[config.mk]
export PLATFORM = sky130hd
export DESIGN_NAME = pattest_output_tern_flat
export DESIGN_NICKNAME = d
export VERILOG_FILES = /design/src/rtl/pattest_output_tern_if.sv /design/src/rtl/pattest_output_tern.sv /design/src/flat_wrapper.sv
export SDC_FILE = /design/constraint.sdc
export NUM_CORES = 1
export LEC_CHECK = 0
export CORE_MARGIN = 2
export CORE_UTILIZATION = 55
export CTS_CLUSTER_SIZE = 20
export DETAILED_ROUTE_END_ITERATION = 10
export HOLD_SLACK_MARGIN = 0.15
export PLACE_DENSITY_LB_ADDON = 0.25
export SLEW_MARGIN = 20
export SYNTH_ARGS = -nofsm -noshare
export SYNTH_HDL_FRONTEND = slang
export SYNTH_SLANG_ARGS = --single-unit
[constraint.sdc]
create_clock -name test_clk_in -period 4.65 [get_ports test_clk_in]
set_input_delay 1.395 -clock test_clk_in [delete_from_list [all_inputs] [get_ports test_clk_in]]
set_output_delay 1.395 -clock test_clk_in [all_outputs]
set_load 0.02 [all_outputs]
[src/rtl/pattest_output_tern_if.sv]
// Video output bundle from the raster timing/pattern generator to the display encoder.
interface pattest_output_tern_if;
  logic        test_vsync_out;
  logic        test_hsync_out;
  logic        test_de_out;
  logic [23:0] test_rgb_out;

  modport master (output test_vsync_out, test_hsync_out, test_de_out, test_rgb_out);
  modport slave  (input  test_vsync_out, test_hsync_out, test_de_out, test_rgb_out);
endinterface

[src/rtl/pattest_output_tern.sv]
// Raster timing and 8-bar colour test pattern generator (640x480@60 by default).
// Free-running H/V counters; every output is decoded from the counters and registered.
module pattest_output_tern #(
  parameter int H_ACTIVE = 640,
  parameter int H_FP     = 16,
  parameter int H_SYNC   = 96,
  parameter int H_BP     = 48,
  parameter int V_ACTIVE = 480,
  parameter int V_FP     = 10,
  parameter int V_SYNC   = 2,
  parameter int V_BP     = 33,
  parameter bit SYNC_POL = 1'b0
) (
  input  logic                  test_clk_in,
  input  logic                  test_rst_in,
  pattest_output_tern_if.master vid
);

  localparam int H_TOTAL = H_ACTIVE + H_FP + H_SYNC + H_BP;
  localparam int V_TOTAL = V_ACTIVE + V_FP + V_SYNC + V_BP;

  localparam logic [9:0] H_LAST = 10'(H_TOTAL - 1);
  localparam logic [9:0] V_LAST = 10'(V_TOTAL - 1);
  localparam logic [9:0] H_ACT  = 10'(H_ACTIVE);
  localparam logic [9:0] V_ACT  = 10'(V_ACTIVE);
  localparam logic [9:0] HS_BEG = 10'(H_ACTIVE + H_FP);
  localparam logic [9:0] HS_END = 10'(H_ACTIVE + H_FP + H_SYNC);
  localparam logic [9:0] VS_BEG = 10'(V_ACTIVE + V_FP);
  localparam logic [9:0] VS_END = 10'(V_ACTIVE + V_FP + V_SYNC);
  localparam logic [9:0] BAR_W  = 10'(H_ACTIVE / 8);

  logic [9:0]  hcnt_q, hcnt_d;
  logic [9:0]  vcnt_q, vcnt_d;
  logic        hsync_q, hsync_d;
  logic        vsync_q, vsync_d;
  logic        de_q, de_d;
  logic [23:0] rgb_q, rgb_d;
  logic [2:0]  bar;

  always_comb begin
    hcnt_d = hcnt_q + 10'd1;
    vcnt_d = vcnt_q;
    if (hcnt_q == H_LAST) begin
      hcnt_d = '0;
      vcnt_d = (vcnt_q == V_LAST) ? '0 : vcnt_q + 10'd1;
    end

    // vsync decodes only vcnt, so it changes on whole-line boundaries at hcnt=0
    de_d    = (hcnt_q < H_ACT) && (vcnt_q < V_ACT);
    hsync_d = ((hcnt_q >= HS_BEG) && (hcnt_q < HS_END)) ? SYNC_POL : ~SYNC_POL;
    vsync_d = ((vcnt_q >= VS_BEG) && (vcnt_q < VS_END)) ? SYNC_POL : ~SYNC_POL;

    bar   = 3'(hcnt_q / BAR_W);
    rgb_d = '0;
    if (de_d) begin
      case (bar)
        3'd0:    rgb_d = 24'hFFFFFF;
        3'd1:    rgb_d = 24'hFFFF00;
        3'd2:    rgb_d = 24'h00FFFF;
        3'd3:    rgb_d = 24'h00FF00;
        3'd4:    rgb_d = 24'hFF00FF;
        3'd5:    rgb_d = 24'hFF0000;
        3'd6:    rgb_d = 24'h0000FF;
        default: rgb_d = 24'h000000;
      endcase
    end
  end

  always_ff @(posedge test_clk_in or negedge test_rst_in) begin
    if (!test_rst_in) begin
      hcnt_q  <= '0;
      vcnt_q  <= '0;
      hsync_q <= ~SYNC_POL;
      vsync_q <= ~SYNC_POL;
      de_q    <= 1'b0;
      rgb_q   <= '0;
    end else begin
      hcnt_q  <= hcnt_d;
      vcnt_q  <= vcnt_d;
      hsync_q <= hsync_d;
      vsync_q <= vsync_d;
      de_q    <= de_d;
      rgb_q   <= rgb_d;
    end
  end

  assign vid.test_vsync_out = vsync_q;
  assign vid.test_hsync_out = hsync_q;
  assign vid.test_de_out    = de_q;
  assign vid.test_rgb_out   = rgb_q;

endmodule

[src/flat_wrapper.sv]
// flat-port wrapper written by rule: the top's interface ports become plain ports
module pattest_output_tern_flat 
#(
  parameter int H_ACTIVE = 640,
  parameter int H_FP     = 16,
  parameter int H_SYNC   = 96,
  parameter int H_BP     = 48,
  parameter int V_ACTIVE = 480,
  parameter int V_FP     = 10,
  parameter int V_SYNC   = 2,
  parameter int V_BP     = 33,
  parameter bit SYNC_POL = 1'b0
)
  (test_clk_in, test_rst_in, vid_test_vsync_out, vid_test_hsync_out, vid_test_de_out, vid_test_rgb_out);
  pattest_output_tern_if vid_i ();
  input  logic test_clk_in;
  input  logic test_rst_in;
  output wire logic [$bits(vid_i.test_vsync_out)-1:0] vid_test_vsync_out;
  output wire logic [$bits(vid_i.test_hsync_out)-1:0] vid_test_hsync_out;
  output wire logic [$bits(vid_i.test_de_out)-1:0] vid_test_de_out;
  output wire logic [$bits(vid_i.test_rgb_out)-1:0] vid_test_rgb_out;
  assign vid_test_vsync_out = vid_i.test_vsync_out;
  assign vid_test_hsync_out = vid_i.test_hsync_out;
  assign vid_test_de_out = vid_i.test_de_out;
  assign vid_test_rgb_out = vid_i.test_rgb_out;
  pattest_output_tern #(.H_ACTIVE(H_ACTIVE), .H_FP(H_FP), .H_SYNC(H_SYNC), .H_BP(H_BP), .V_ACTIVE(V_ACTIVE), .V_FP(V_FP), .V_SYNC(V_SYNC), .V_BP(V_BP), .SYNC_POL(SYNC_POL)) u_core (.test_clk_in(test_clk_in), .test_rst_in(test_rst_in), .vid(vid_i));
endmodule
==> results.md, run 1 <==
- Initial core utilization: a little under three fifths
- Total Die Area: roughly 3200 µm²
- Slew HR: between 50% and 60%
- Largest net degree at the start of global routing: 27
- Final min period: 2.847 ns
- H-tree depth: 1
- Vias: approximately 1100
- Endpoints failing hold: 0
- Vias per inst: 5.899
- Mapped Cells: between 150 and 200
- Io pins: 29
- Worst reg2reg setup slack: 2.56 ns
- Post-synth top flop: dfrtp_1
- Register area share after synthesis: a little over two fifths
- Finish-stage setup viols: 0
- Top cells by area, synth: dfrtp_1 (40%), buf_4 (10%), dfstp_2 (3.5%), xnor2_1 (3.5%), ha_1 (3.3%)
- Yosys cell types: 46
- GPL Wtd Cong: 0.8512
- CP Launch Type: flip-flop
- Number of global-route vias before repair: 988
- DRT iter0 DRCs: 48
- Part of the cycle the worst path needs: between 60% and 70%
- Die Height: 56.49 µm
- Outcome: finished clean
- Yosys warns: 0
- Total wire length: about 2600 µm
- Root Buffer: clkbuf_4
- Hold_buf cts: 0
- Post-CTS Setup Bufs: 0
- Nature of the critical path endpoint: primary output
- Leading area contributor after synthesis: dfrtp_1
- Final Max Tran Viols: 0
- Chip Width: approximately 56 µm
- Clock sink count: 26
- FP Rows: 19
- Post-Synthesis Cell Area: 1515 µm²
- DP HPWL: 1839 µm
- Share of cells above drive strength 1: a little under a tenth
- HP Class: flip-flop to flip-flop
- Routed Antenna Nets: 0
- Crit path max fanout: 1
- Worst path arrival time: ~1.5 ns
- RSZ-0062 raised after global routing: false
- Skew final: about 0.0035 ns
- Crit Path Class: flip-flop to primary output
- FF+latch count, synth: 26
- GRT Residual Overflow: 0
- Final nets: roughly 170
- N_diodes: 0
- Post-synth ARST share: 100.0%
- Number of synthesized flops with an enable pin: 0
- Top-count cell post-synth: dfrtp_1
- Initial antenna violation count: 0
- First-pass GRT wire length: between 4000 and 5000 µm
- Area Overhead vs Synth: 9.414%
- CP required: roughly 3.3 ns
- Num CTS Buffers: 3
- CP max stage delay: between 0.5 and 0.6 ns
- Dpl ws: around 2.2 ns
- Final TNS setup: 0 ns
- Mapped Avg Cell Area: approximately 10 µm²
- Syn nets: 160
- Total GRT Usage: 17.57%
- Post-cts resize count: 0
- Final WS setup: between 1.5 and 2 ns
- TritonCTS clock tree: done
- Initial DRT Pass Iterations: 4
- Fillers: ~250
- Core area: around 2700 µm²
- Most common library cells after synthesis: dfrtp_1 (24), buf_4 (21), nor2_1 (9)
- Max Cap Viol: 0
- IO buf count: 28
- LEAKAGE: 0.7352 nW
- Area occupied by multi-input gates: approximately 650 µm²
- VDD IR-drop max: between 0.15 and 0.2 mV
- Slew @ Worst Pin: about 0.67 ns
- Register area: ~650 µm²
- Fmax: between 0.3 and 0.4 GHz
- DR WL/cell: ~14 µm
- Worst-path clk slew: 0.13 ns
- Clk buf depth: 2
- Worst path cell trace: clkdlybuf4s50_1
- Pwr dens: 197.3 nW/µm²
- Worst path bufs/invs: 1
- Critical path's slowest cell: clkdlybuf4s50_1
- Synth top area share: roughly two fifths
- Final Power: 0.3271 mW
- # DRC: 0
- Clk Latency, worst-skew pair: approximately 0.32 ns
- Crit-path leading delay family: buffers and inverters
==> layer usage <==
layer | track usage, % | vias up | wire, µm
li1 | - | 539 | -
met1 | 23.23 | 526 | 1162
met2 | 28.41 | 39 | 1241
met3 | 3.226 | 5 | 162
met4 | 7.143 | 0 | 48
met5 | 0 | - | 0
==> cell families after synthesis <==
family,Yosys count,synth area share [%]
compound gates,24,10.74
xor+xnor,10,5.780
fa+ha+maj,4,3.303
buf+inv,34,14.29
flops,26,43.11
mux,1,0.6606
simple gates,55,22.13
==> placed cells by master, fill, tap and decap left out, types with 2 or more instances in the layout <==
cell type and instances:
xor2_1 4, nand2_1 6, nor3_1 2, ha_1 4, a221oi_1 2, and3_1 3
nand3_1 8, nor4_1 2, inv_1 6, xnor2_1 6, nor2_1 9, nand3b_1 2
dfstp_2 2, clkdlybuf4s50_1 27, a21oi_1 5, clkbuf_4 3, o21ai_0 7, nand4_1 8
nor2b_1 2, dfrtp_1 24
==> power by group <==
group | leakage [nW] | total, mW | internal, mW | switching, mW
registers | 0.321 | 0.226 | 0.226 | 0
clock network | 0.0138 | 0.0965 | 0.0304 | 0.0660
logic | 0.400 | 0.00443 | 0.000300 | 0.00413
==> final timing paths <==
kind                                              to                 startpoint  cells after the start
setup / recovery                  vid_test_hsync_out  u_core.vid.test_hsync_out                      1
hold / removal                      u_core.hcnt_q[0]           u_core.hcnt_q[0]                      1
setup reg to reg                    u_core.hcnt_q[9]           u_core.hcnt_q[0]                      5
hold reg to reg                     u_core.hcnt_q[0]           u_core.hcnt_q[0]                      1
max in group asynchronous  u_core.vid.test_vsync_out                test_rst_in                      1
min in group asynchronous           u_core.hcnt_q[1]                test_rst_in                      1
==> registers in the layout, indices dropped and copies added (netlist names) <==
register                   cells
u_core.vid.test_rgb_out        3
u_core.vid.test_de_out         1
u_core.vid.test_hsync_out      1
u_core.vcnt_q                 10
u_core.vid.test_vsync_out      1
u_core.hcnt_q                 10
==> final cells by class <==
type	count	area share (%)
inverter	6	1.358
timing repair buffer	28	16.60
clock buffer	3	1.358
multi-input combinational	94	38.94
sequential	26	39.40
tap	31	2.340
==> through the flow <==
step / cells / area [µm²] / hold slack (ns) / util (%)
after floorplan: 154 / 1515 / 0.4602 / -
after global placement: 185 / 1640 / 0.4868 / 61.06
after detailed placement: 185 / 1635 / 0.4979 / 60.88
after CTS: 188 / 1658 / 0.5166 / 61.71
after global routing: 188 / 1658 / 0.5499 / 61.71
final: 188 / 1658 / 0.5150 / 61.71
No activity file was read; power rests on OpenSTA's default activity.
==> run 2: changes to the inputs <==
CORE_UTILIZATION = 51   (was 55)
clock period = 2.83 ns   (was 4.65 ns; I/O delays follow)
==> results.md, run 2 (synthesized netlist as in run 1, its figures left out) <==
- Outcome: finished clean (unchanged)
- Share of cells above drive strength 1: 10.06% (was 9.554%)
- Finish-stage setup viols: 0 (unchanged)
- Crit path max fanout: 8 (was 1)
- R2r worst-path depth: 5 (unchanged)
- Clk Latency, worst-skew pair: 0.33 ns (was 0.32 ns)
- Die Height: 58.51 µm (was 56.49 µm)
- CP required: 1.98 ns (was 3.25 ns)
- Met3 routed WL: 181 µm (was 162 µm)
- Critical path depth in cells: 1 (unchanged)
- # DRC: 0 (unchanged)
- N_diodes: 0 (unchanged)
- Number of global-route vias before repair: 984 (was 988)
- Total Die Area: 3423 µm² (was 3191 µm²)
- VDD IR-drop max: 0.2817 mV (was 0.1518 mV)
- Core area: 2781 µm² (was 2686 µm²)
- RSZ-0062 raised after global routing: false (unchanged)
- Vias per inst: 5.800 (was 5.899)
- DRT iter0 DRCs: 51 (was 48)
- Post-cts resize count: 0 (unchanged)
- Fmax: around 0.43 GHz
- Fillers: 222 (was 246)
- Endpoints failing hold: 0 (unchanged)
- GRT Residual Overflow: 0 (unchanged)
- Vias: 1102 (was 1109)
- Initial antenna violation count: 0 (unchanged)
- Clock sink count: 26 (unchanged)
- Skew final: 0.007982 ns (was 0.003478 ns)
- Total GRT Usage: 17.25% (was 17.57%)
- Root Buffer: clkbuf_4 (unchanged)
- Initial core utilization: 54.48% (was 56.40%)
- Hold_buf cts: 0 (unchanged)
- DP HPWL: 1855 µm (was 1839 µm)
- Crit Path Class: flip-flop to primary output (unchanged)
- LEAKAGE: 0.7542 nW (was 0.7352 nW)
- WL met1: 1197 µm (was 1162 µm)
- Pwr dens: 375.8 nW/µm² (was 197.3 nW/µm²)
- Final Max Tran Viols: 0 (unchanged)
- Final min period: 2.308 ns
- Max Cap Viol: 0 (unchanged)
- Slew HR: 58.08% (was 55.38%)
- CP Launch Type: flip-flop (unchanged)
- Num CTS Buffers: 3 (unchanged)
- Io pins: 29 (unchanged)
- CP max stage delay: 0.66 ns (was 0.59 ns)
- Critical path's slowest cell: clkdlybuf4s50_1 (unchanged)
- H-tree depth: 1 (unchanged)
- GPL Wtd Cong: 0.8713 (was 0.8512)
- Final nets: 166 (was 165)
- Worst path arrival time: 1.46 ns (was 1.45 ns)
- Final TNS setup: 0 ns (unchanged)
- Most common cell after layout, fill and taps aside: clkdlybuf4s50_1 (unchanged)
- Worst path bufs/invs: 1 (unchanged)
- Slew @ Worst Pin: 0.6268 ns (was 0.6671 ns)
- Initial DRT Pass Iterations: 4 (unchanged)
- First-pass GRT wire length: 4519 µm (was 4471 µm)
- Total wire length: 2640 µm (was 2614 µm)
- FP Rows: 19 (unchanged)
- Worst path cell trace: clkdlybuf4s50_1 (unchanged)
- Worst-path clk slew: 0.15 ns (was 0.13 ns)
- Nature of the critical path endpoint: primary output (unchanged)
- Post-layout util: 61.13% (was 61.71%)
- Chip Width: 58.51 µm (was 56.49 µm)
- Most frequent cells in the layout: clkdlybuf4s50_1 (28), dfrtp_1 (24), nor2_1 (9) (was clkdlybuf4s50_1 (27), dfrtp_1 (24), nor2_1 (9))
- Routed Antenna Nets: 0 (unchanged)
- IO buf count: 28 (unchanged)
- HP Class: flip-flop to flip-flop (unchanged)
- Crit-path leading delay family: buffers and inverters (unchanged)
- Area Overhead vs Synth: 12.22% (was 9.414%)
- Largest net degree at the start of global routing: 27 (unchanged)
- DR WL/cell: 13.89 µm (was 13.90 µm)
- Routed wl met2: 1227 µm (was 1241 µm)
- Post-CTS Setup Bufs: 0 (unchanged)
- Hold depth: 1 (unchanged)
- Clk buf depth: 2 (unchanged)
- Part of the cycle the worst path needs: between 80% and 90%
- Highest routed layer: met4 (unchanged)
- TritonCTS clock tree: done (unchanged)
[run 2: worst paths after layout]
path                                                  from                        end  slack [ns]
worst max-delay path            u_core.vid.test_rgb_out[7]        vid_test_rgb_out[6]        0.52
worst min-delay path                      u_core.vcnt_q[7]           u_core.vcnt_q[7]        0.51
worst max register to register            u_core.hcnt_q[0]           u_core.hcnt_q[9]        0.78
worst min register to register            u_core.vcnt_q[7]           u_core.vcnt_q[7]        0.51
max in group asynchronous                      test_rst_in  u_core.vid.test_hsync_out        1.67
min in group asynchronous                      test_rst_in           u_core.vcnt_q[1]        0.86
[run 2: power breakdown]
group / leakage, nW / internal, mW / switching, mW
combinational: 0.405 / 0.00211 / 0.00697
sequential: 0.321 / 0.372 / 0
clock: 0.0279 / 0.143 / 0.115
total: 0.754 / 0.517 / 0.122
[run 2: metal layers]
| layer | GRT usage, % | vias to the layer above |
|---|---|---|
| met2 | 27.45 | 41 |
| li1 | - | 536 |
| met1 | 22.81 | 521 |
| met3 | 3.297 | 4 |
| met4 | 7.973 | 0 |
| met5 | 0 | - |
[run 2: final cells by class]
type | instances | area, µm² | area share (%)
Sequential cell | 26 | 653.1 | 38.41
Multi-Input combinational cell | 94 | 645.6 | 37.97
Clock inverter | 1 | 30.03 | 1.766
Inverter | 6 | 22.52 | 1.325
Timing Repair Buffer | 29 | 287.8 | 16.92
Tap cell | 31 | 38.79 | 2.281
Clock buffer | 3 | 22.52 | 1.325
[run 2: metrics by stage]
step	power [mW]	instances	hold WS (ns)	area (µm²)	worst slack, ns
finish	0.6390	190	0.5089	1700	0.5223
global route	0.6644	190	0.5415	1700	0.4257
CTS	0.6479	190	0.5122	1700	0.4971
detailed placement	0.3884	186	0.4923	1648	0.8379
global placement	0.3881	186	0.4817	1648	0.8911
floorplan	0.3787	154	0.4602	1515	1.155
